### src/rtl/cache_sdram_bridge.sv
// cache_sdram_bridge
// Memory-side responder for the L1 cache.
// - Writeback: serialises one 128-bit cache way into an 8 x 16-bit SDRAM write burst.
// - Fill: collects an 8-word SDRAM read burst back into a line.
// Only one transaction is in flight at a time.
//
// Ports
//   clk, rst                      clock, synchronous active-high reset
//   req_valid/req_ready           cache request handshake
//   req_write                     1 = writeback, 0 = fill
//   req_addr/req_wdata            line byte address, writeback data (w0 in the top bits)
//   rsp_valid/rsp_rdata           one-cycle completion pulse, last fill data (held)
//   sd_addr                       burst start word address
//   sd_rd_req/sd_wr_req/sd_ack    burst request, held until acknowledged
//   sd_wr_data/sd_wr_next         current write word, consumed when next is high
//   sd_rd_data/sd_rd_valid        incoming read word
//   proto_err                     sticky flag for controller strobes seen in the wrong state
//
// state   | meaning
// --------+---------------------------------------------------------
// IDLE    | ready for a request
// WR_REQ  | write burst requested, waiting for sd_ack; w0 presented
// WR_DATA | presenting w[cnt], advancing on sd_wr_next
// RD_REQ  | read burst requested, waiting for sd_ack
// RD_DATA | storing sd_rd_data into slot w[cnt] on sd_rd_valid
// RESP    | rsp_valid pulse, then back to IDLE
module cache_sdram_bridge #(
    parameter int LINE_W    = 128,
    parameter int WORD_W    = 16,
    parameter int BURST_LEN = 8,
    parameter int SADDR_W   = 24
) (
    input  logic               clk,
    input  logic               rst,
    input  logic               req_valid,
    output logic               req_ready,
    input  logic               req_write,
    input  logic [31:0]        req_addr,
    input  logic [LINE_W-1:0]  req_wdata,
    output logic               rsp_valid,
    output logic [LINE_W-1:0]  rsp_rdata,
    output logic [SADDR_W-1:0] sd_addr,
    output logic               sd_rd_req,
    output logic               sd_wr_req,
    input  logic               sd_ack,
    output logic [WORD_W-1:0]  sd_wr_data,
    input  logic               sd_wr_next,
    input  logic [WORD_W-1:0]  sd_rd_data,
    input  logic               sd_rd_valid,
    output logic               proto_err
);

    localparam int CNT_W = $clog2(BURST_LEN);
    localparam int IDX_W = $clog2(LINE_W);
    localparam logic [CNT_W-1:0] LAST = CNT_W'(BURST_LEN - 1);

    typedef enum logic [2:0] {
        IDLE,
        WR_REQ,
        WR_DATA,
        RD_REQ,
        RD_DATA,
        RESP
    } state_t;

    state_t             state;
    logic [CNT_W-1:0]   cnt;
    logic [LINE_W-1:0]  line_buf;
    logic [IDX_W-1:0]   slot_lsb;
    logic               unused_addr_bits;

    // Only the line-aligned word address bits reach the SDRAM side.
    assign unused_addr_bits = ^{req_addr[31:SADDR_W+1], req_addr[3:0]};

    // Word 0 lives in the most significant slot of the line.
    function automatic logic [WORD_W-1:0] word_at(input logic [LINE_W-1:0] line,
                                                  input logic [CNT_W-1:0]  idx);
        logic [IDX_W-1:0] lsb;
        lsb = IDX_W'((BURST_LEN - 1 - int'(idx)) * WORD_W);
        return line[lsb +: WORD_W];
    endfunction

    always_comb begin
        slot_lsb = IDX_W'((BURST_LEN - 1 - int'(cnt)) * WORD_W);
    end

    always_ff @(posedge clk) begin
        if (rst) begin
            state      <= IDLE;
            cnt        <= '0;
            line_buf   <= '0;
            req_ready  <= 1'b1;
            rsp_valid  <= 1'b0;
            rsp_rdata  <= '0;
            sd_addr    <= '0;
            sd_rd_req  <= 1'b0;
            sd_wr_req  <= 1'b0;
            sd_wr_data <= '0;
            proto_err  <= 1'b0;
        end else begin
            rsp_valid <= 1'b0;

            if ((sd_ack      && state != WR_REQ && state != RD_REQ) ||
                (sd_wr_next  && state != WR_DATA) ||
                (sd_rd_valid && state != RD_DATA)) begin
                proto_err <= 1'b1;
            end

            case (state)
                IDLE: begin
                    if (req_valid) begin
                        req_ready <= 1'b0;
                        cnt       <= '0;
                        sd_addr   <= {req_addr[SADDR_W:4], {CNT_W{1'b0}}};
                        line_buf  <= req_wdata;
                        if (req_write) begin
                            state      <= WR_REQ;
                            sd_wr_req  <= 1'b1;
                            sd_wr_data <= req_wdata[LINE_W-1 -: WORD_W];
                        end else begin
                            state     <= RD_REQ;
                            sd_rd_req <= 1'b1;
                        end
                    end
                end
                WR_REQ: begin
                    if (sd_ack) begin
                        sd_wr_req <= 1'b0;
                        state     <= WR_DATA;
                    end
                end
                WR_DATA: begin
                    if (sd_wr_next) begin
                        cnt <= cnt + CNT_W'(1);
                        if (cnt == LAST) begin
                            state     <= RESP;
                            rsp_valid <= 1'b1;
                        end else begin
                            sd_wr_data <= word_at(line_buf, cnt + CNT_W'(1));
                        end
                    end
                end
                RD_REQ: begin
                    if (sd_ack) begin
                        sd_rd_req <= 1'b0;
                        state     <= RD_DATA;
                    end
                end
                RD_DATA: begin
                    if (sd_rd_valid) begin
                        line_buf[slot_lsb +: WORD_W] <= sd_rd_data;
                        cnt <= cnt + CNT_W'(1);
                        if (cnt == LAST) begin
                            // Last word fills the bottom slot; publish the merged line directly.
                            rsp_rdata <= {line_buf[LINE_W-1:WORD_W], sd_rd_data};
                            state     <= RESP;
                            rsp_valid <= 1'b1;
                        end
                    end
                end
                RESP: begin
                    req_ready <= 1'b1;
                    state     <= IDLE;
                end
                default: state <= IDLE;
            endcase
        end
    end

endmodule
### config.mk
export PLATFORM = sky130hd
export DESIGN_NAME = cache_sdram_bridge
export DESIGN_NICKNAME = d
export VERILOG_FILES = /design/src/rtl/cache_sdram_bridge.sv
export SDC_FILE = /design/constraint.sdc
export NUM_CORES = 1
export LEC_CHECK = 0
export CORE_AREA = 10 10 172 174
export DETAILED_ROUTE_END_ITERATION = 16
export DIE_AREA = 0 0 182 184
export MAX_ROUTING_LAYER = met4
export PLACE_DENSITY = 0.82
export SETUP_SLACK_MARGIN = 0.15
export SYNTH_ARGS = -nofsm -noshare
export SYNTH_HDL_FRONTEND = slang
export SYNTH_SLANG_ARGS = --single-unit
### constraint.sdc
create_clock -name clk -period 5.4 [get_ports clk]
set_clock_uncertainty 0.15 [all_clocks]
set_input_delay 1.08 -clock clk [delete_from_list [all_inputs] [get_ports clk]]
set_output_delay 1.08 -clock clk [all_outputs]
set_load 0.03 [all_outputs]
* After elaboration in Yosys (flattened, before gate mapping)
Index checks and enable logic that the tools add are counted.
W data, S select, Z words.
** Storage, ports and cells
- Register bits after elaboration :: 304
- Input port bits :: 183
- Output and inout port bits :: 173
- Word-level logic and storage cells :: 92
** Cells by class
- $add $sub $neg :: 4
- Equal/unequal tests :: 18
- Shifts and indexed selects :: 3
- Multiplexer cells :: 34
- Reductions and logical operators :: 22
** Operator list (number)
- $mux W128 :: 2
- $pmux W128 S2 :: 1
- $bwmux W128 :: 1
- $shift A16 B9 Y128 const A :: 1
- $shiftx A128 B8 Y16 :: 1
- $shiftx A16 B9 Y128 :: 1
- $mux W16 :: 4
- $pmux W16 S2 :: 1
- $mux W3 :: 9
- $ne A2 B2 Y1 const B :: 8
- $pmux W3 S5 :: 1
- $reduce_and A4 Y1 :: 3
- $reduce_and A5 Y1 :: 2
- $reduce_bool A2 Y1 :: 5
- $eq A3 B3 Y1 const B :: 3
- $mux W1 :: 9
- $neg A7 Y9 :: 1
- $pmux W3 S3 :: 1
- $pmux W1 S2 :: 4
- $eq A3 B2 Y1 const B :: 2
- $ne A3 B2 Y1 const B :: 2
- $reduce_and A3 Y1 :: 2
- $sub A3 B3 Y3 const A :: 2
- $logic_and A1 B1 Y1 :: 4
- other kinds (9) :: 11

* Logic depth before layout (Yosys ltp)
- Word-level depth :: 6
- Mapped depth :: 8
- Mapped depth without buffers :: 6

* Worst setup path after synthesis
No wires, ideal clock.
- Kind :: input-to-reg
- From :: in req_valid
- To :: reg line_buf[10]
- Setup time :: 119 ps
- Arrival time :: 2491 ps
- Required time :: 5131 ps
- Setup slack :: 2640 ps
- Cell stages on the path :: 6
- Path buffers :: 2
- Path through :: mux2i_2 -> or3_1 -> or3_1 -> buf_2 -> buf_2 -> o221a_1
** Between the ends
- Word-level cells in the longest chain between the ends :: 2
** RTL lines
- from (decl) :: RTL line 35 : input logic req_valid,
- $ne A2 B2 Y1 (no line)
- $reduce_and A3 Y1 (no line)
- to (signal assigned) :: RTL line 115 : line_buf <= req_wdata;
- to (signal, indexed assignment) :: RTL line 151 : line_buf[slot_lsb +: WORD_W] <= sd_rd_data;
- to (decl) :: RTL line 68 : logic [LINE_W-1:0] line_buf;
No other way between the ends.
A chain may end at the register's enable or synchronous reset.

* Worst setup path in the final report
- From :: reg cnt[0]
- To :: reg line_buf[57]
** Between the ends
- Word-level cells in the longest chain between the ends :: 6
- Elaborated cells on any way between the ends :: 7
- Those cells by class :: add/sub: 2; shift: 2; mux: 3
** RTL lines
- from (decl) :: RTL line 67 : logic [CNT_W-1:0] cnt;
- from (signal assigned) :: RTL line 134 : cnt <= cnt + CNT_W'(1);
- from (signal assigned) :: RTL line 152 : cnt <= cnt + CNT_W'(1);
- $sub A3 B3 Y3 (*) :: RTL line 84 : slot_lsb = IDX_W'((BURST_LEN - 1 - int'(cnt)) * WORD_W);
- $neg A7 Y9 (*) :: RTL line 151
- $shiftx A16 B9 Y128 or $shift A16 B9 Y128 (tied branches) :: RTL line 151
- $bwmux W128 (*) :: RTL line 151
- $mux W128 (*) :: RTL line 150 : if (sd_rd_valid) begin
- $pmux W128 S2 (*) :: RTL line 109 : case (state)
Every way passes the cells marked *; elsewhere a longest branch is shown, timed or not. The select of a mux whose other input is x is not followed.

==> qor.txt <==
Status: completed
Hold Buf Count CTS: 0
Fmax: 237.1 MHz
CP Data Required Time: 5.76 ns
Most frequent cells in the layout: clkdlybuf4s50_1 (340), nand2_1 (305), dfxtp_1 (304)
Clock group share of total power: 0.302
Register area share after synthesis: 0.4731
Gp weighted congestion: 0.9275
Post-Layout Cell Count: 2,091
Pin count of the biggest net entering global routing: 109
Share of layout cells above drive strength 1: 0.1186
Vias per cell: 6.125
CP Class: reg -> reg
Via count: 12.81k
I/O pins: 356
Fin crit share: 0.7810
Sequential share of power: 0.395
Worst hold path type: reg -> reg
Slew headroom: 0.1330
Vert. Die Dim: 184 um
Detailed-route DRC error count: 0
Commonest non-fill, non-tap cell in the layout: clkdlybuf4s50_1
Clk_lat worst skew: 0.57 ns
CTS root buf: clkbuf_16
Core area: 25,910 sq um
IO Port Bufs: 341
Area of the multi-input gates: 6220 sq um
Routed Antenna Nets: 0
Clock Sink Count: 304
Bufs on Longest Clock Path: 3
FF-to-FF End: line_buf[57]
Slew Viols, Final: 0
Critical path startpoint: cnt[0]
CP max-delay cell: dfxtp_1
Mean Syn Cell Area: 8.727 sq um
Die area: 33,490 sq um
TritonCTS clock tree: done
PwrDens: 460.6 nW/um^2
CP endpoint kind: flop
Worst slew pin tran: 1.300 ns
Worst Setup Start Kind: flop
Area Overhead vs Synth: 35.78%
Final min period: 4.217 ns
Total grt overflow: 0
Main synth FF type: dfxtp_1
FF/Latch Area: 6086 sq um
CTS resizes: 0
Crit path DAT: 4.57 ns
TNS Setup: 0 ns
Post-CTS Setup Bufs: 0
Initial cell density of the core: 0.4965
Netlist area before placement: 12,860 sq um
First-pass DRT Iterations: 6
Fillers: 2,049
Cell total after placement: 2,032
Drt first-iter violations: 1,703
EDFF count, synth: 0
First-pass GRT wire length: 75,670 um
Sw Share: 0.3472
R2R Setup Slk: 1.18 ns
Final hold vios: 0
Final setup fails: 0
Critical-path cell list: ha_2 > ha_1 > or4b_1 > nor2_1 > a221oi_1 > nor2_1
Yosys reg bits: 304
CP endpoint: line_buf[57]
Critical path's most frequent cell: nor2_1
CTS buffer count: 31
Switch Pwr: 2793 uW
Combinational Power Share: 0.303
Initial antenna violation count: 1
# H-tree levels: 1
Critical path's largest stage delay: 1.01 ns
Vias in the first global route: 12.25k
LEAKAGE: 0.006100 uW
Nets: 1,916
# rows: 59
Maximum vdd drop: 339.9 uV
Final WL: 51,760 um
Worst reg2reg path startpoint: cnt[0]
FFs w/ async S/R, synth: 0
Int Power: 5252 uW
Gr usage total: 0.2980
Post-synth cell types: 50
Die Width: 182 um
Synth warn: 0
RSZ-0062 raised after global routing: false
Worst reg-to-reg path cell count: 6
DP HPWL: 36,300 um
Syn Inst Count: 1,474
CP Max Fanout: 24
Max-cap viol count: 0
Drt wl/cell: 24.75 um
Clk pin slew, worst setup/hold paths: 0.07 ns
synth_stat cells (3+ instances only):
library cell	n	area (sq um)
or4b_2	3	30.03
o21ai_0	48	240.2
buf_1	7	26.28
a22oi_1	16	120.1
a221oi_1	49	429.2
or3_1	3	18.77
or2_2	17	106.4
o221a_2	53	596.8
o21ai_1	3	15.01
nand2_1	305	1145
clkbuf_1	100	375.4
o221a_1	11	123.9
nand3_1	6	30.03
inv_1	3	11.26
a2111o_1	3	33.78
o211ai_1	17	127.6
mux2_2	18	202.7
dfxtp_1	304	6086
o2bb2ai_1	17	148.9
nor2b_1	6	37.54
buf_4	4	30.03
nand2b_1	18	112.6
mux4_2	32	720.7
a22o_1	3	26.28
ha_1	3	37.54
buf_2	30	150.1
a21oi_1	178	890.9
nor2_1	187	701.9
worst min-delay path by stage:
stage | depth (start not counted) | slack, ns | startpoint | endpoint
detailed placement | 2 | 0.30 | rsp_rdata[77] | rsp_rdata[77]
finish | 2 | 0.30 | sd_addr[22] | sd_addr[22]
floorplan | 2 | 0.29 | line_buf[48] | rsp_rdata[48]
global route | 2 | 0.32 | sd_addr[22] | sd_addr[22]
global placement | 2 | 0.29 | sd_addr[17] | sd_addr[17]
CTS | 2 | 0.30 | rsp_rdata[77] | rsp_rdata[77]
kinds of logic (layout without fill, tap and decap cells):
logic type / count (synthesis) / after routing / share of synthesized area
xor+xnor: 1 / 1 / 0.0006810
mux: 51 / 51 / 0.07285
compound gates: 405 / 405 / 0.2219
flops: 304 / 304 / 0.4731
buf+inv: 144 / 422 / 0.04610
other cells: 1 / 5 / 0.0002915
fa+ha+maj: 4 / 4 / 0.003696
simple gates: 564 / 564 / 0.1814
cell type report:
class / instances / area share
clock inverter: 16 / 0.01662
sequential: 304 / 0.3484
clock buffer: 41 / 0.04943
timing repair buffer: 362 / 0.2045
tap: 335 / 0.02400
multi-input combinational: 1028 / 0.3561
antenna: 2 / 0.0002865
inverter: 3 / 0.0006447
routing by layer:
metal / GRT usage / vias up / routed length [um] / part of all wire
met5: - / - / 0 / 0
met4: 0.1490 / 0 / 2837 / 0.055
met3: 0.06220 / 157 / 5020 / 0.097
met2: 0.4676 / 869 / 23790 / 0.46
met1: 0.3581 / 6066 / 20110 / 0.39
li1: - / 5715 / - / -
power by group through the flow:
stage | Clock [uW] | Sequential [uW] | Combinational, uW
floorplan | 0 | 3070 | 1570
global placement | 0 | 3190 | 2330
detailed placement | 0 | 3200 | 2390
CTS | 2450 | 3160 | 2400
global route | 2530 | 3210 | 2600
finish | 2430 | 3180 | 2440
registers in the layout (all words and copies together), names as in the netlist:
name        flops
line_buf      128
sd_addr        21
proto_err       1
sd_wr_data     16
sd_wr_req       1
cnt             3
rsp_valid       1
sd_rd_req       1
state           3
rsp_rdata     128
req_ready       1
worst max-delay path: cells and delay by family, from the launching register on:
kind	cells	cell delay [ns]
AO/OA/AOI/OAI	1	0.22
adder cells (fa/ha/maj)	2	1.11
flip-flops	1	1.01
AND/OR/NAND/NOR	3	1.66
through the flow:
stage	hold slack [ns]	total power [uW]	util	area [sq um]	setup WS [ns]
3_5_place_dp	0.2955	5589	0.6294	16310	1.282
3_3_place_gp	0.2912	5518	0.6294	16310	1.417
4_1_cts	0.3041	8005	0.6739	17460	1.280
6_report	0.3027	8045	0.6741	17470	1.183
5_1_grt	0.3181	8340	0.6740	17460	0.9415
2_1_floorplan	0.2886	4640	-	12870	2.640
Note: power is estimated with default switching activity, not from simulation.
